### src/rtl/control_unit.sv
// Hardwired Moore control sequencer: fetch in T0-T2, opcode-specific execute steps in
// T3-T7, then back to T0 (or HALT on Stop/halt). Strobes are registered per state.
module control_unit #(
  parameter int unsigned    OPW    = 5,
  parameter logic [OPW-1:0] ADD_OP = 5'b00011
) (
  input  logic           i_Clock,
  input  logic           i_Clear,
  input  logic [31:0]    i_IR,
  input  logic           i_CON_FF,
  input  logic           i_Stop,
  output logic           o_Run,
  output logic           o_PCout,
  output logic           o_Zhighout,
  output logic           o_Zlowout,
  output logic           o_MDRout,
  output logic           o_HIout,
  output logic           o_LOout,
  output logic           o_BAout,
  output logic           o_Cout,
  output logic           o_Rout,
  output logic           o_PCin,
  output logic           o_MARin,
  output logic           o_MDRin,
  output logic           o_IRin,
  output logic           o_Yin,
  output logic           o_Zin,
  output logic           o_HIin,
  output logic           o_LOin,
  output logic           o_Rin,
  output logic           o_CONin,
  output logic           o_Gra,
  output logic           o_Grb,
  output logic           o_Grc,
  output logic           o_IncPC,
  output logic           o_Read,
  output logic           o_Write,
  output logic [OPW-1:0] o_alu_op
);

  typedef enum logic [3:0] {
    S_RESET, S_T0, S_T1, S_T2, S_T3, S_T4, S_T5, S_T6, S_T7, S_HALT
  } state_t;

  typedef enum logic [3:0] {
    C_NOP, C_HALT, C_RALU, C_NEGNOT, C_IMM, C_LDI, C_LD, C_ST,
    C_MULDIV, C_MFHI, C_MFLO, C_JR, C_BRX
  } class_t;

  typedef struct packed {
    logic           run;
    logic           pcOut, zHighOut, zLowOut, mdrOut, hiOut, loOut, baOut, cOut, rOut;
    logic           pcIn, marIn, mdrIn, irIn, yIn, zIn, hiIn, loIn, rIn, conIn;
    logic           gra, grb, grc;
    logic           incPc, read, write;
    logic [OPW-1:0] aluOp;
  } strobes_t;

  state_t         r_state;
  logic [OPW-1:0] r_opcode;
  strobes_t       r_out;
  logic           r_brxPc;

  state_t         w_nextState;
  state_t         w_boundary;
  logic [OPW-1:0] w_nextOp;
  logic [OPW-1:0] w_irOp;
  logic           w_execDone;
  logic           w_unusedIr;

  assign w_irOp     = i_IR[31 -: OPW];
  assign w_unusedIr = ^i_IR[31-OPW:0];

  function automatic class_t opClass(input logic [OPW-1:0] op);
    class_t c;
    case (32'(op))
      0:                          c = C_LD;
      1:                          c = C_LDI;
      2:                          c = C_ST;
      3, 4, 5, 6, 7, 8, 9, 10, 11: c = C_RALU;
      12, 13, 14:                 c = C_IMM;
      15, 16:                     c = C_MULDIV;
      17, 18:                     c = C_NEGNOT;
      19:                         c = C_BRX;
      20:                         c = C_JR;
      24:                         c = C_MFHI;
      25:                         c = C_MFLO;
      27:                         c = C_HALT;
      default:                    c = C_NOP;
    endcase
    return c;
  endfunction

  // Number of execute steps (T3 onward) each instruction class occupies.
  function automatic logic [2:0] stepCount(input class_t c);
    logic [2:0] n;
    case (c)
      C_MFHI, C_MFLO, C_JR:  n = 3'd1;
      C_NEGNOT:              n = 3'd2;
      C_RALU, C_IMM, C_LDI:  n = 3'd3;
      C_MULDIV, C_BRX:       n = 3'd4;
      C_LD, C_ST:            n = 3'd5;
      default:               n = 3'd0;
    endcase
    return n;
  endfunction

  function automatic logic [2:0] execIdx(input state_t st);
    logic [2:0] k;
    case (st)
      S_T3:    k = 3'd1;
      S_T4:    k = 3'd2;
      S_T5:    k = 3'd3;
      S_T6:    k = 3'd4;
      S_T7:    k = 3'd5;
      default: k = 3'd0;
    endcase
    return k;
  endfunction

  function automatic strobes_t decode(input state_t st, input logic [OPW-1:0] op);
    strobes_t s;
    class_t   c;
    s     = '0;
    c     = opClass(op);
    s.run = (st != S_RESET) && (st != S_HALT);
    case (st)
      S_T0: begin s.pcOut = 1'b1; s.marIn = 1'b1; s.incPc = 1'b1; s.zIn = 1'b1; end
      S_T1: begin s.zLowOut = 1'b1; s.pcIn = 1'b1; s.read = 1'b1; s.mdrIn = 1'b1; end
      S_T2: begin s.mdrOut = 1'b1; s.irIn = 1'b1; end
      S_T3: begin
        case (c)
          C_RALU, C_IMM:      begin s.grb = 1'b1; s.rOut = 1'b1; s.yIn = 1'b1; end
          C_LDI, C_LD, C_ST:  begin s.grb = 1'b1; s.baOut = 1'b1; s.yIn = 1'b1; end
          C_NEGNOT:           begin s.grb = 1'b1; s.rOut = 1'b1; s.zIn = 1'b1; s.aluOp = op; end
          C_MULDIV:           begin s.gra = 1'b1; s.rOut = 1'b1; s.yIn = 1'b1; end
          C_MFHI:             begin s.hiOut = 1'b1; s.gra = 1'b1; s.rIn = 1'b1; end
          C_MFLO:             begin s.loOut = 1'b1; s.gra = 1'b1; s.rIn = 1'b1; end
          C_JR:               begin s.gra = 1'b1; s.rOut = 1'b1; s.pcIn = 1'b1; end
          C_BRX:              begin s.gra = 1'b1; s.rOut = 1'b1; s.conIn = 1'b1; end
          default: ;
        endcase
      end
      S_T4: begin
        case (c)
          C_RALU:             begin s.grc = 1'b1; s.rOut = 1'b1; s.zIn = 1'b1; s.aluOp = op; end
          C_IMM:              begin s.cOut = 1'b1; s.zIn = 1'b1; s.aluOp = op; end
          C_LDI, C_LD, C_ST:  begin s.cOut = 1'b1; s.zIn = 1'b1; s.aluOp = ADD_OP; end
          C_NEGNOT:           begin s.zLowOut = 1'b1; s.gra = 1'b1; s.rIn = 1'b1; end
          C_MULDIV:           begin s.grb = 1'b1; s.rOut = 1'b1; s.zIn = 1'b1; s.aluOp = op; end
          C_BRX:              begin s.pcOut = 1'b1; s.yIn = 1'b1; end
          default: ;
        endcase
      end
      S_T5: begin
        case (c)
          C_RALU, C_IMM, C_LDI: begin s.zLowOut = 1'b1; s.gra = 1'b1; s.rIn = 1'b1; end
          C_LD, C_ST:           begin s.zLowOut = 1'b1; s.marIn = 1'b1; end
          C_MULDIV:             begin s.zLowOut = 1'b1; s.loIn = 1'b1; end
          C_BRX:                begin s.cOut = 1'b1; s.zIn = 1'b1; s.aluOp = ADD_OP; end
          default: ;
        endcase
      end
      S_T6: begin
        case (c)
          C_LD:     begin s.read = 1'b1; s.mdrIn = 1'b1; end
          C_ST:     begin s.gra = 1'b1; s.rOut = 1'b1; s.mdrIn = 1'b1; end
          C_MULDIV: begin s.zHighOut = 1'b1; s.hiIn = 1'b1; end
          C_BRX:    s.zLowOut = 1'b1;
          default: ;
        endcase
      end
      S_T7: begin
        case (c)
          C_LD:    begin s.mdrOut = 1'b1; s.gra = 1'b1; s.rIn = 1'b1; end
          C_ST:    s.write = 1'b1;
          default: ;
        endcase
      end
      default: ;
    endcase
    return s;
  endfunction

  // Next-state selection; the opcode is taken live from IR only while leaving T2.
  always_comb begin
    w_nextOp    = (r_state == S_T2) ? w_irOp : r_opcode;
    w_boundary  = i_Stop ? S_HALT : S_T0;
    w_execDone  = execIdx(r_state) >= stepCount(opClass(r_opcode));
    w_nextState = r_state;
    case (r_state)
      S_RESET: w_nextState = S_T0;
      S_T0:    w_nextState = S_T1;
      S_T1:    w_nextState = S_T2;
      S_T2: begin
        if (opClass(w_irOp) == C_HALT)     w_nextState = S_HALT;
        else if (opClass(w_irOp) == C_NOP) w_nextState = w_boundary;
        else                               w_nextState = S_T3;
      end
      S_T3:    w_nextState = w_execDone ? w_boundary : S_T4;
      S_T4:    w_nextState = w_execDone ? w_boundary : S_T5;
      S_T5:    w_nextState = w_execDone ? w_boundary : S_T6;
      S_T6:    w_nextState = w_execDone ? w_boundary : S_T7;
      S_T7:    w_nextState = w_boundary;
      S_HALT:  w_nextState = S_HALT;
      default: w_nextState = S_RESET;
    endcase
  end

  // State, latched opcode and the strobes for the state being entered.
  always_ff @(posedge i_Clock or posedge i_Clear) begin
    if (i_Clear) begin
      r_state  <= S_RESET;
      r_opcode <= '0;
      r_out    <= '0;
      r_brxPc  <= 1'b0;
    end else begin
      r_state  <= w_nextState;
      r_opcode <= w_nextOp;
      r_out    <= decode(w_nextState, w_nextOp);
      r_brxPc  <= (w_nextState == S_T6) && (opClass(w_nextOp) == C_BRX);
    end
  end

  assign o_Run      = r_out.run;
  assign o_PCout    = r_out.pcOut;
  assign o_Zhighout = r_out.zHighOut;
  assign o_Zlowout  = r_out.zLowOut;
  assign o_MDRout   = r_out.mdrOut;
  assign o_HIout    = r_out.hiOut;
  assign o_LOout    = r_out.loOut;
  assign o_BAout    = r_out.baOut;
  assign o_Cout     = r_out.cOut;
  assign o_Rout     = r_out.rOut;
  // The branch condition must be seen live during T6, not at the edge entering it.
  assign o_PCin     = r_out.pcIn | (r_brxPc & i_CON_FF);
  assign o_MARin    = r_out.marIn;
  assign o_MDRin    = r_out.mdrIn;
  assign o_IRin     = r_out.irIn;
  assign o_Yin      = r_out.yIn;
  assign o_Zin      = r_out.zIn;
  assign o_HIin     = r_out.hiIn;
  assign o_LOin     = r_out.loIn;
  assign o_Rin      = r_out.rIn;
  assign o_CONin    = r_out.conIn;
  assign o_Gra      = r_out.gra;
  assign o_Grb      = r_out.grb;
  assign o_Grc      = r_out.grc;
  assign o_IncPC    = r_out.incPc;
  assign o_Read     = r_out.read;
  assign o_Write    = r_out.write;
  assign o_alu_op   = r_out.aluOp;

endmodule

### config.mk
export PLATFORM = sky130hd
export DESIGN_NAME = control_unit
export DESIGN_NICKNAME = d
export VERILOG_FILES = /design/src/rtl/control_unit.sv
export SDC_FILE = /design/constraint.sdc
export NUM_CORES = 1
export LEC_CHECK = 0
export CAP_MARGIN = 10
export CORE_MARGIN = 10
export CORE_UTILIZATION = 50
export CTS_BUF_LIST = sky130_fd_sc_hd__clkbuf_8
export DETAILED_ROUTE_END_ITERATION = 10
export GPL_ROUTABILITY_DRIVEN = 0
export PLACE_DENSITY = 0.79
export SLEW_MARGIN = 20
export SYNTH_ARGS = -nofsm -noshare
export SYNTH_HDL_FRONTEND = slang
export SYNTH_SLANG_ARGS = --single-unit
export TNS_END_PERCENT = 1
### constraint.sdc
create_clock -name i_Clock -period 4.51 [get_ports i_Clock]
set_input_delay 0.902 -clock i_Clock [delete_from_list [all_inputs] [get_ports i_Clock]]
set_output_delay 0.902 -clock i_Clock [all_outputs]
set_load 0.02 [all_outputs]
# Word level (Yosys, flattened, before mapping)
# Memory sizes are Yosys's and may differ from the RTL's.
# Cells that the tools add are included.
[word_totals]
register_bits = 40
latch_bits = 0
mem_bits_rw = 0
romBits = 688
inputBits = 36
output_inout_bits = 31
wordCells = 143
n_memories = 6
[mem_list]
columns = ["name", "depth", "width", "rd", "rd_clocked_by_memory_dff", "write_ports", "line_no", "source"]
rows = [
  ["(no name shown)", 32, 4, 1, 0, 0, "76", "case (32'(op))"],
  ["(no name shown)", 32, 4, 1, 0, 0, "76", ""],
  ["(no name shown)", 32, 4, 1, 0, 0, "76", ""],
  ["(no name shown)", 32, 4, 1, 0, 0, "76", ""],
  ["(no name shown)", 32, 4, 1, 0, 0, "76", ""],
  ["(no name shown)", 16, 3, 1, 0, 0, "97", "case (c)"],
]
[classes]
n_addsub = 0
n_mul = 0
div = 0
n_lt_le_gt_ge = 1
eq_ne = 31
shift = 0
n_mux = 58
bitwise_logic = 2
reduce_logical = 16
[ops]
columns = ["operator", "n"]
rows = [
  ["$eq A4 B3 Y1 const B", 12],
  ["$mux W4", 10],
  ["$pmux W4 S10", 1],
  ["$eq A4 B4 Y1 const B", 9],
  ["$mux W1", 26],
  ["$eq A4 B2 Y1 const B", 6],
  ["$pmux W1 S2", 9],
  ["$reduce_or A6 Y1", 3],
  ["$pmux W3 S5", 1],
  ["$pmux W5 S3", 1],
  ["$eq A4 B1 Y1 const B", 3],
  ["$pmux W1 S4", 3],
  ["$mux W5", 2],
  ["$pmux W5 S2", 1],
  ["$reduce_or A3 Y1", 3],
  ["$logic_not A4 Y1", 2],
  ["$reduce_or A2 Y1", 3],
  ["$pmux W1 S5", 1],
  ["$reduce_or A5 Y1", 1],
  ["$ne A4 B4 Y1 const B", 1],
  ["$reduce_bool A4 Y1", 1],
  ["$reduce_or A4 Y1", 1],
  ["$ge A3 B3 Y1", 1],
  ["$mux W3", 1],
  ["5 further kinds", 6],
]

# Longest topological paths before layout
# Gate-level depths: netlist (run 1).
[depth]
ltp_word = 11
depth_mapped = 17
mapped_depth_nobuf = 17

# Worst setup path after synthesis (run 1)
# Ideal clock, no wire load.
[synth_timing]
kind = "flip-flop to flip-flop"
startpoint = "register r_opcode[4]"
endpoint = "register r_out (netlist bit o_Zin)"
setup_ns = 0.087
arrival_ns = 3.122
required_time_ns = 4.423
setup_slack_ns = 1.302
stages_incl_launch_ff = 18
n_path_buf = 2
synth_period_minus_slack_ns = 3.208
cell_sequence = "dfrtp_1 > buf_2 > buf_1 > a22oi_1 > o21ai_0 > nor2_1 > a221oi_1 > nor2_1 > a211oi_1 > a21o_1 > ha_1 > nor2b_1 > o21ai_1 > and2_1 > o21ai_0 > o211ai_1 > or3b_2 > o211ai_1"
[synth_between]
elab_chain_cells = 7
elab_cells_between_ends = 27
cone_classes = "order compare (1); eq/ne (12); mux (10); reduce/logical (1); memory (3)"
[synth_lines]
columns = ["item", "line_no", "source"]
rows = [
  ["from (decl)", "60", "logic [OPW-1:0] r_opcode;"],
  ["from (signal assigned)", "219", "r_opcode <= w_nextOp;"],
  ["$mem_v2 Z32 W4 (*)", "-", ""],
  ["$mem_v2 Z16 W3 (*)", "-", ""],
  ["$ge A3 B3 Y1 (*)", "189", "w_execDone = execIdx(r_state) >= stepCount(opClass(r_opcode));"],
  ["$mux W4, on equally long branches", "-", ""],
  ["$pmux W4 S10 (*)", "191", "case (r_state)"],
  ["via w_nextState[3]", "64", "state_t w_nextState;"],
  ["$eq A4 B3 Y1 / $eq A4 B1 Y1 (equally long branches)", "127", "case (st)"],
  ["$pmux W1 S4 (*)", "127", ""],
  ["to (signal assigned)", "220", "r_out <= decode(w_nextState, w_nextOp);"],
  ["to (decl)", "61", "strobes_t r_out;"],
]
# The timed path passes the listed nets; every way through them passes the cells marked *.

# Worst setup path after layout (run 1)
[layout_timing]
startpoint = "register r_opcode[1]"
endpoint = "register r_out (netlist bit o_Zin)"
[layout_between]
elab_chain_cells = 7
elab_cells_between_ends = 27
cone_classes = "order compare (1); eq/ne (12); mux (10); reduce/logical (1); memory (3)"
[layout_lines]
columns = ["item", "line_no"]
rows = [
  ["$mem_v2 Z32 W4", "-"],
  ["$mem_v2 Z16 W3", "-"],
  ["$ge A3 B3 Y1", "189"],
  ["$mux W4, on equally long branches", "-"],
  ["$pmux W4 S10", "191"],
  ["$eq A4 B3 Y1 / $eq A4 B1 Y1 (equally long branches)", "127"],
  ["$pmux W1 S4 (*)", "127"],
]
# Mark *: on every way between the ends. The rest lies on a longest branch, timed or not.

==> impl_metrics.tcl, run 1 <==
set metrics [dict create \
    crit_path_end_kind "register" \
    worstSetupPathType "register to register" \
    leakagePower_uw 0.001427 \
    syn_nets 375 \
    fin_worst_skew_ns 0.01072 \
    crit_path_max_incr_delay_ns 0.52 \
    wl_per_cell_um 15.81 \
    drt-total-wl_mm 6.686 \
    start_util_pct 51.00 \
    seqPwrFrac_pct 20.9 \
    clk_latency_ns 0.30 \
    drt_iter0_markers 141 \
    grt_pass1_vias 2468 \
    crit_fanout 7 \
    p_sw_share_pct 49.73 \
    yosysWarnings 0 \
    crit_path_cell_trace "inv_1 -> ha_1 -> inv_1 -> o21ai_0 -> o21ai_0 -> a22oi_1 -> a211oi_1 -> a21o_1 -> ha_1 -> nor2b_1 -> o21ai_1 -> nand2_1 -> a21oi_1 -> a211o_1 -> or3b_2 -> o211ai_1" \
    grt_max_degree 22 \
    cts_resized 0 \
    core-area_um2 5886 \
    ys_ff_latch 40 \
    worst_slew_pin_slew_ns 0.8426 \
    vdd_ir_drop_max_v 0.0004178 \
    via_per_inst 5.794 \
    slowest_stage "or3b_2" \
    synth_area_um2 3002 \
    drive_above_1_share_pct 13.51 \
    hpwl_mm 5.013 \
    overflow 0 \
    clk_pin_slew_ns 0.08 \
    setup_viol 0 \
    fp.dieW_um 97.48 \
    rows 28 \
    p_per_area_nw_per_um2 828.8 \
    h-tree-depth 2 \
    run_status "finished clean" \
    slew_headroom_pct 43.77 \
    final_antenna_net_count 0 \
    start_kind "register" \
    antenna_found_initial 0 \
    cp.arrival_ns 3.85 \
    synth_edf_count 0 \
    intPower_uw 1437 \
    synth_async_sr_flop_share_pct 100.0 \
    cts-root-buf "clkbuf_8" \
    grtUsageTotal_pct 13.80 \
    dr.pass1.iters 4 \
    numCtsBuffers 5 \
    slew_viol_final 0 \
    fin_nets 399 \
    post_cts_buffers 0 \
    grt_pass1_wl_mm 11.34 \
    synth_cells 323 \
    power_switching_uw 1421 \
    crit_required_ns 4.72 \
    io_buffer_count 39 \
    cap_violations 0 \
    area_growth_pct 14.88 \
    tns_ns 0 \
    cts_buffer_depth 2 \
    fill_cells 536 \
    die_area_um2 9502 \
    die-height_um 97.48 \
    comb_power_share_pct 68.4 \
    syn_area_per_cell_um2 9.293 \
    clkSinkCount 40 \
    hp-class "register to register" \
    n_antenna_cell 0 \
    cts_tree "done" \
    hold_ws_ns 0.6886 \
    synth_top_flop_cell "dfrtp_1" \
    synth_cell_types 69 \
    mostFrequentLayoutCells "dfrtp_1, clkdlybuf4s50_1, nor2_1" \
    final_common_cell "dfrtp_1" \
    finalCritPeriodShare_pct 80.80 \
    hold_viol 0 \
    io-pin-count 67 \
    hold_buffers 0 \
    yosysSeqAreaShare_pct 33.35 \
    fmax_ghz 0.2744 \
    vias 2451 \
    period_minus_slack_ns 3.644 \
    rsz0062_at_grt "false" \
    drc 0 \
    clock_power_share_pct 10.7 \
]
[through the flow]
stage / area (um^2) / setup slack, ns / util, % / total power (uW) / instances
after floorplan: 3002 / 1.302 / - / 2165 / 323
after global placement: 3327 / 0.7642 / 56.53 / 2493 / 415
after detailed placement: 3327 / 0.7393 / 56.53 / 2537 / 415
after CTS: 3448 / 0.9077 / 58.59 / 2850 / 423
after global routing: 3448 / 0.4711 / 58.59 / 3086 / 423
final: 3448 / 0.8658 / 58.59 / 2858 / 423
[layer usage]
| metal | part of all wire (%) | vias up | GRT usage, % |
|---|---|---|---|
| met1 | 43 | 1167 | 16.35 |
| li1 | - | 1197 | - |
| met3 | 6.5 | 9 | 2.987 |
| met2 | 49 | 78 | 23.30 |
| met4 | 1.8 | 0 | 5.928 |
| met5 | 0 | - | 0 |
[cell families after synthesis]
logic type / synth area share [%]
simple gates: 23.43
compound gates: 22.63
buf+inv: 7.878
flops: 33.35
fa+ha+maj: 6.669
mux: 4.877
xor+xnor: 1.167
[final timing paths]
check | from | end | slack, ns | cells after the start
max reg2reg | r_opcode[1]$_DFF_PP0_ | o_Zin$_DFF_PP0_ | 0.87 | 16
min | r_state[3]$_DFF_PP0_ | r_state[1]$_DFF_PP0_ | 0.69 | 1
max | r_opcode[1]$_DFF_PP0_ | o_Zin$_DFF_PP0_ | 0.87 | 16
min in group asynchronous | i_Clear | o_alu_op[2]$_DFF_PP0_ | 1.08 | 2
min reg2reg | r_state[3]$_DFF_PP0_ | r_state[1]$_DFF_PP0_ | 0.69 | 1
max in group asynchronous | i_Clear | o_HIout$_DFF_PP0_ | 2.67 | 3
[Yosys cell counts (4+ instances only)]
cell type	count	area, um^2
clkbuf_1	4	15.01
nor3_1	10	50.05
nor2_1	34	127.6
buf_2	8	40.04
nand3_1	6	30.03
dfrtp_1	40	1001
o21ai_1	6	30.03
mux2i_4	4	90.09
buf_4	7	52.55
a21oi_1	15	75.07
nand3b_1	8	60.06
nor2b_1	13	81.33
nand2_1	24	90.09
inv_1	14	52.55
nand2b_1	7	43.79
o211ai_1	6	45.04
nand4_1	4	25.02
o21ai_0	13	65.06
ha_1	16	200.2
a211oi_1	5	37.54
xnor2_1	4	35.03
[power groups by stage]
stage          clock network [uW]  registers, uW  logic [uW]
2_1_floorplan                   0            590        1570
3_3_place_gp                    0            595        1900
3_5_place_dp                    0            601        1940
4_1_cts                       310            594        1950
5_1_grt                       324            615        2150
6_report                      306            597        1950
[cell type report]
type / count / area (um^2) / share of cell area (%)
clock inverter: 2 / 38.79 / 1.125
sequential: 40 / 1001 / 29.03
clock buffer: 6 / 82.58 / 2.395
multi-input combinational: 243 / 1764 / 51.16
inverter: 16 / 62.56 / 1.814
tap: 75 / 93.84 / 2.721
timing repair buffer: 41 / 405.4 / 11.76
[critical path, delay by kind of cell (launching register included)]
family | cells | cell delay [ns]
buffers and inverters | 2 | 0.14
AO/OA/AOI/OAI | 9 | 1.69
flip-flops | 1 | 0.39
AND/OR/NAND/NOR | 3 | 0.70
adder cells (fa/ha/maj) | 2 | 0.61
No activity file was read; power rests on OpenSTA's default activity.
==> inputs of run 2 (changes only) <==
==> constraint.sdc (replaced) <==
create_clock -name i_Clock -period 3.8 [get_ports i_Clock]
set_input_delay 0.76 -clock i_Clock [delete_from_list [all_inputs] [get_ports i_Clock]]
set_output_delay 0.76 -clock i_Clock [all_outputs]
set_load 0.02 [all_outputs]
==> impl_metrics.tcl, run 2 (same netlist as run 1, synthesis figures left out) <==
set metrics [dict create \
    worstSetupPathType "register to register" \
    grtUsageTotal_pct 13.75 \
    fin_worst_skew_ns 0.008080 \
    finalCoreUtilization_pct 60.03 \
    tns_ns 0 \
    cts-root-buf "clkbuf_8" \
    r2r_start "r_state[2]$_DFF_PP0_" \
    hold_viol 0 \
    p_sw_share_pct 49.15 \
    overflow 0 \
    via_per_inst 5.769 \
    core-area_um2 5886 \
    clk_latency_ns 0.29 \
    die_area_um2 9502 \
    io-pin-count 67 \
    grt_pass1_vias 2424 \
    vdd_ir_drop_max_v 0.0004229 \
    mostFrequentLayoutCells "dfrtp_1, clkdlybuf4s50_1, nor2_1" \
    drc 0 \
    clkSinkCount 40 \
    setup_viol 0 \
    slew_viol_final 0 \
    cts_tree "done" \
    vias 2492 \
    drive_above_1_share_pct 16.53 \
    numCtsBuffers 5 \
    clk_pin_slew_ns 0.08 \
    final_antenna_net_count 0 \
    final_common_cell "dfrtp_1" \
    io_buffer_count 39 \
    dr.pass1.iters 4 \
    hp-class "register to register" \
    crit_fanout 15 \
    holdPathStages 2 \
    rr_endpoint "o_Zlowout$_DFF_PP0_" \
    comb_power_share_pct 70.6 \
    n_antenna_cell 0 \
    power_switching_uw 1719 \
    rsz0062_at_grt "false" \
    cap_violations 0 \
    grt_pass1_wl_mm 11.41 \
    fill_cells 505 \
    start_util_pct 51.00 \
    p_per_area_nw_per_um2 989.8 \
    min_to "r_state[1]$_DFF_PP0_" \
    drt_iter0_markers 155 \
    finalCritPeriodShare_pct 91.45 \
    intPower_uw 1779 \
    hold_buffers 0 \
    worst_slew_pin_slew_ns 0.6497 \
    power_uw 3497 \
    rows 28 \
    worstHoldStart "r_state[3]$_DFF_PP0_" \
    hpwl_mm 4.986 \
    die-height_um 97.48 \
    post_cts_buffers 0 \
    cp.arrival_ns 3.63 \
    seqPwrFrac_pct 19.0 \
    crit_path_end_kind "register" \
    leakagePower_uw 0.001476 \
    fmax_ghz 0.2877 \
    run_status "finished clean" \
    fp.dieW_um 97.48 \
    period_minus_slack_ns 3.475 \
    h-tree-depth 2 \
    antenna_found_initial 0 \
    rrSetupSlack_ns 0.32 \
    slew_headroom_pct 56.55 \
    rr_worst_depth 12 \
    crit_required_ns 3.96 \
    fin_nets 408 \
    cts_buffer_depth 2 \
    start_kind "register" \
    wl_per_cell_um 15.36 \
    clock_power_share_pct 10.4 \
    grt_max_degree 41 \
    area_growth_pct 17.72 \
    drt-total-wl_mm 6.636 \
]
## run 2: worst max-delay path by stage
stage	depth (start not counted)	to	slack, ns	from
6_report	12	o_Zlowout$_DFF_PP0_	0.32	r_state[2]$_DFF_PP0_
5_1_grt	17	o_Zlowout$_DFF_PP0_	0.09	r_opcode[1]$_DFF_PP0_
4_1_cts	16	o_Zin$_DFF_PP0_	0.16	r_opcode[1]$_DFF_PP0_
3_5_place_dp	16	o_Zin$_DFF_PP0_	0.19	r_opcode[1]$_DFF_PP0_
3_3_place_gp	16	o_Zin$_DFF_PP0_	0.25	r_opcode[1]$_DFF_PP0_
2_1_floorplan	17	o_Zin$_DFF_PP0_	0.59	r_opcode[4]$_DFF_PP0_
## run 2: what timing repair did
action	in CTS	in global routing
endpoints found under the setup margin	0	10
resized for setup	0	4
endpoints found under the hold margin	0	0
## run 2: layout make-up
cell class	instances	area [um^2]	area share, %
clock buffers	6	82.58	2.337
clock inverters	2	38.79	1.098
inverters	16	62.56	1.771
multi-input cells	243	1782	50.42
flip-flops and latches	40	1001	28.33
well taps	75	93.84	2.656
repair buffers	50	473.0	13.39
## run 2: metal layers
metal	up-vias	wire (um)	global-route usage (%)	part of all wire, %
met4	0	126	5.369	1.9
met1	1165	2796	17.06	42
met3	11	518	3.201	7.8
met2	96	3195	22.38	48
met5	-	0	0	0
li1	1220	-	-	-
## run 2: through the flow
stage | hold slack (ns) | instance area, um^2 | setup slack, ns | std cells
3_5_place_dp | 0.5963 | 3395 | 0.1871 | 424
2_1_floorplan | 0.6336 | 3002 | 0.5917 | 323
3_3_place_gp | 0.5831 | 3395 | 0.2453 | 424
5_1_grt | 0.6493 | 3533 | 0.08774 | 432
6_report | 0.6109 | 3533 | 0.3247 | 432
4_1_cts | 0.6090 | 3516 | 0.1596 | 432
## run 2: power groups by stage
stage | Sequential, uW | Combinational, uW | Clock, uW
global route | 685 | 2710 | 390
finish | 664 | 2470 | 362
CTS | 661 | 2420 | 370
global placement | 665 | 2360 | 0
detailed placement | 672 | 2400 | 0
floorplan | 701 | 1870 | 0
## run 2: worst max-delay path, cell delays in order (launching register included)
cell and delay (ns):
dfrtp_1 0.57, and4bb_4 0.28, buf_4 0.22, a21oi_1 0.41, inv_1 0.21, ha_1 0.27
nand3b_1 0.10, mux2i_1 0.13, a211oi_2 0.43, buf_4 0.24, nor2_1 0.09, a22oi_1 0.24
o211ai_1 0.15
==> inputs of run 3 (changes only) <==
--- a/config.mk
+++ b/config.mk
@@ -6,12 +6,13 @@
 export NUM_CORES = 1
 export LEC_CHECK = 0
 export CAP_MARGIN = 10
+export CORE_ASPECT_RATIO = 1.2
 export CORE_MARGIN = 10
-export CORE_UTILIZATION = 50
+export CORE_UTILIZATION = 53
 export CTS_BUF_LIST = sky130_fd_sc_hd__clkbuf_8
 export DETAILED_ROUTE_END_ITERATION = 10
 export GPL_ROUTABILITY_DRIVEN = 0
-export PLACE_DENSITY = 0.79
+export PLACE_DENSITY = 0.83
 export SLEW_MARGIN = 20
 export SYNTH_ARGS = -nofsm -noshare
 export SYNTH_HDL_FRONTEND = slang
==> impl_metrics.tcl, run 3 (same netlist as run 1, synthesis figures left out) <==
set metrics [dict create \
    post_cts_buffers 0 \
    worstSetupPathType "register to register" \
    final_antenna_net_count 0 \
    dpl_cell_area_um2 3383 \
    drive_above_1_share_pct 16.29 \
    hold_buffers 0 \
    cts_buffer_depth 2 \
    clk_latency_ns 0.30 \
    vias 2529 \
    fill_cells 430 \
    area_growth_pct 17.05 \
    grtUsageTotal_pct 15.29 \
    fp.dieW_um 88.70 \
    comb_power_share_pct 70.7 \
    io_buffer_count 39 \
    worst_slew_pin_slew_ns 0.6441 \
    cts_resized 0 \
    power_uw 3498 \
    final_common_cell "dfrtp_1" \
    fmax_ghz 0.2872 \
    start_kind "register" \
    overflow 0 \
    leakagePower_uw 0.001470 \
    hpwl_mm 5.124 \
    grt_pass1_wl_mm 11.27 \
    fin_worst_skew_ns 0.005527 \
    grt_pass1_vias 2548 \
    hp-class "register to register" \
    clock_power_share_pct 10.0 \
    cts_tree "done" \
    period_minus_slack_ns 3.482 \
    grt_max_degree 41 \
    mostFrequentLayoutCells "dfrtp_1, clkdlybuf4s50_1, nor2_1" \
    slew_viol_final 0 \
    cap_violations 0 \
    clk_pin_slew_ns 0.08 \
    cts-root-buf "clkbuf_8" \
    via_per_inst 6.050 \
    crit_path_end_kind "register" \
    rows 29 \
    tns_ns 0 \
    vdd_ir_drop_max_v 0.0003401 \
    crit_required_ns 4.01 \
    hold_viol 0 \
    cp.arrival_ns 3.70 \
    design_area_um2 3513 \
    intPower_uw 1760 \
    regArea_um2 1001 \
    antenna_found_initial 0 \
    finalCritPeriodShare_pct 91.63 \
    clkSinkCount 40 \
    h-tree-depth 2 \
    drt_iter0_markers 152 \
    drt-total-wl_mm 6.709 \
    seqPwrFrac_pct 19.3 \
    n_antenna_cell 0 \
    dr.pass1.iters 6 \
    fin_nets 407 \
    die_area_um2 9086 \
    io-pin-count 67 \
    power_switching_uw 1738 \
    wl_per_cell_um 16.05 \
    drc 0 \
    p_sw_share_pct 49.69 \
    rsz0062_at_grt "false" \
    p_per_area_nw_per_um2 995.8 \
    core-area_um2 5406 \
    start_util_pct 55.52 \
    multi_input_area_um2 1779 \
    crit_fanout 7 \
    numCtsBuffers 5 \
    die-height_um 102.4 \
    slew_headroom_pct 56.93 \
    setup_viol 0 \
    run_status "finished clean" \
]
-- run 3: power by group through the flow --
stage          Sequential, uW  Clock, uW  Combinational [uW]
3_5_place_dp              680          0                2410
3_3_place_gp              674          0                2350
4_1_cts                   670        358                2430
5_1_grt                   694        368                2690
6_report                  675        350                2470
2_1_floorplan             701          0                1870
-- run 3: critical path, cell delays in order, from the launching register on --
cell	delay, ns
dfrtp_1	0.41
inv_1	0.08
ha_1	0.34
inv_1	0.05
o21ai_0	0.12
o21ai_0	0.11
a22oi_2	0.32
nor3_1	0.10
a21oi_1	0.17
ha_1	0.28
a21oi_1	0.17
o21ai_2	0.12
and2_1	0.17
o21ai_0	0.14
o211ai_1	0.15
or3b_2	0.54
o211ai_1	0.11
-- run 3: metrics by stage --
stage          setup slack, ns  std cells  util [%]  hold slack [ns]
2_1_floorplan           0.5917        323         -           0.6336
3_3_place_gp            0.2699        410     62.58           0.5847
3_5_place_dp            0.1998        410     62.58           0.5985
4_1_cts                 0.1747        418     64.71           0.6075
5_1_grt                0.05670        418     64.99           0.6322
6_report                0.3180        418     64.99           0.6111
-- run 3: metal layers --
metal	track usage [%]	share of wire, %	vias up
li1	-	-	1219
met1	16.95	41	1203
met4	9.963	2.7	0
met2	26.38	51	91
met3	2.389	5.6	16
met5	0	0	-
-- run 3: path summary, 6_finish.rpt --
path                                        from                     to  slack [ns]  cells past startpoint
setup / recovery           r_opcode[0]$_DFF_PP0_        o_Zin$_DFF_PP0_        0.32                     16
hold / removal              r_state[3]$_DFF_PP0_   r_state[1]$_DFF_PP0_        0.61                      2
setup reg to reg           r_opcode[0]$_DFF_PP0_        o_Zin$_DFF_PP0_        0.32                     16
hold reg to reg             r_state[3]$_DFF_PP0_   r_state[1]$_DFF_PP0_        0.61                      2
max in group asynchronous                i_Clear        o_Zin$_DFF_PP0_        2.59                      3
min in group asynchronous                i_Clear  o_alu_op[2]$_DFF_PP0_        0.87                      3
-- run 3: layout make-up --
class / instances / share of cell area [%]
well taps: 62 / 2.208
clock buffers: 5 / 1.959
flip-flops and latches: 40 / 28.49
multi-input cells: 243 / 50.64
repair buffers: 49 / 13.60
clock inverters: 3 / 1.318
inverters: 16 / 1.781
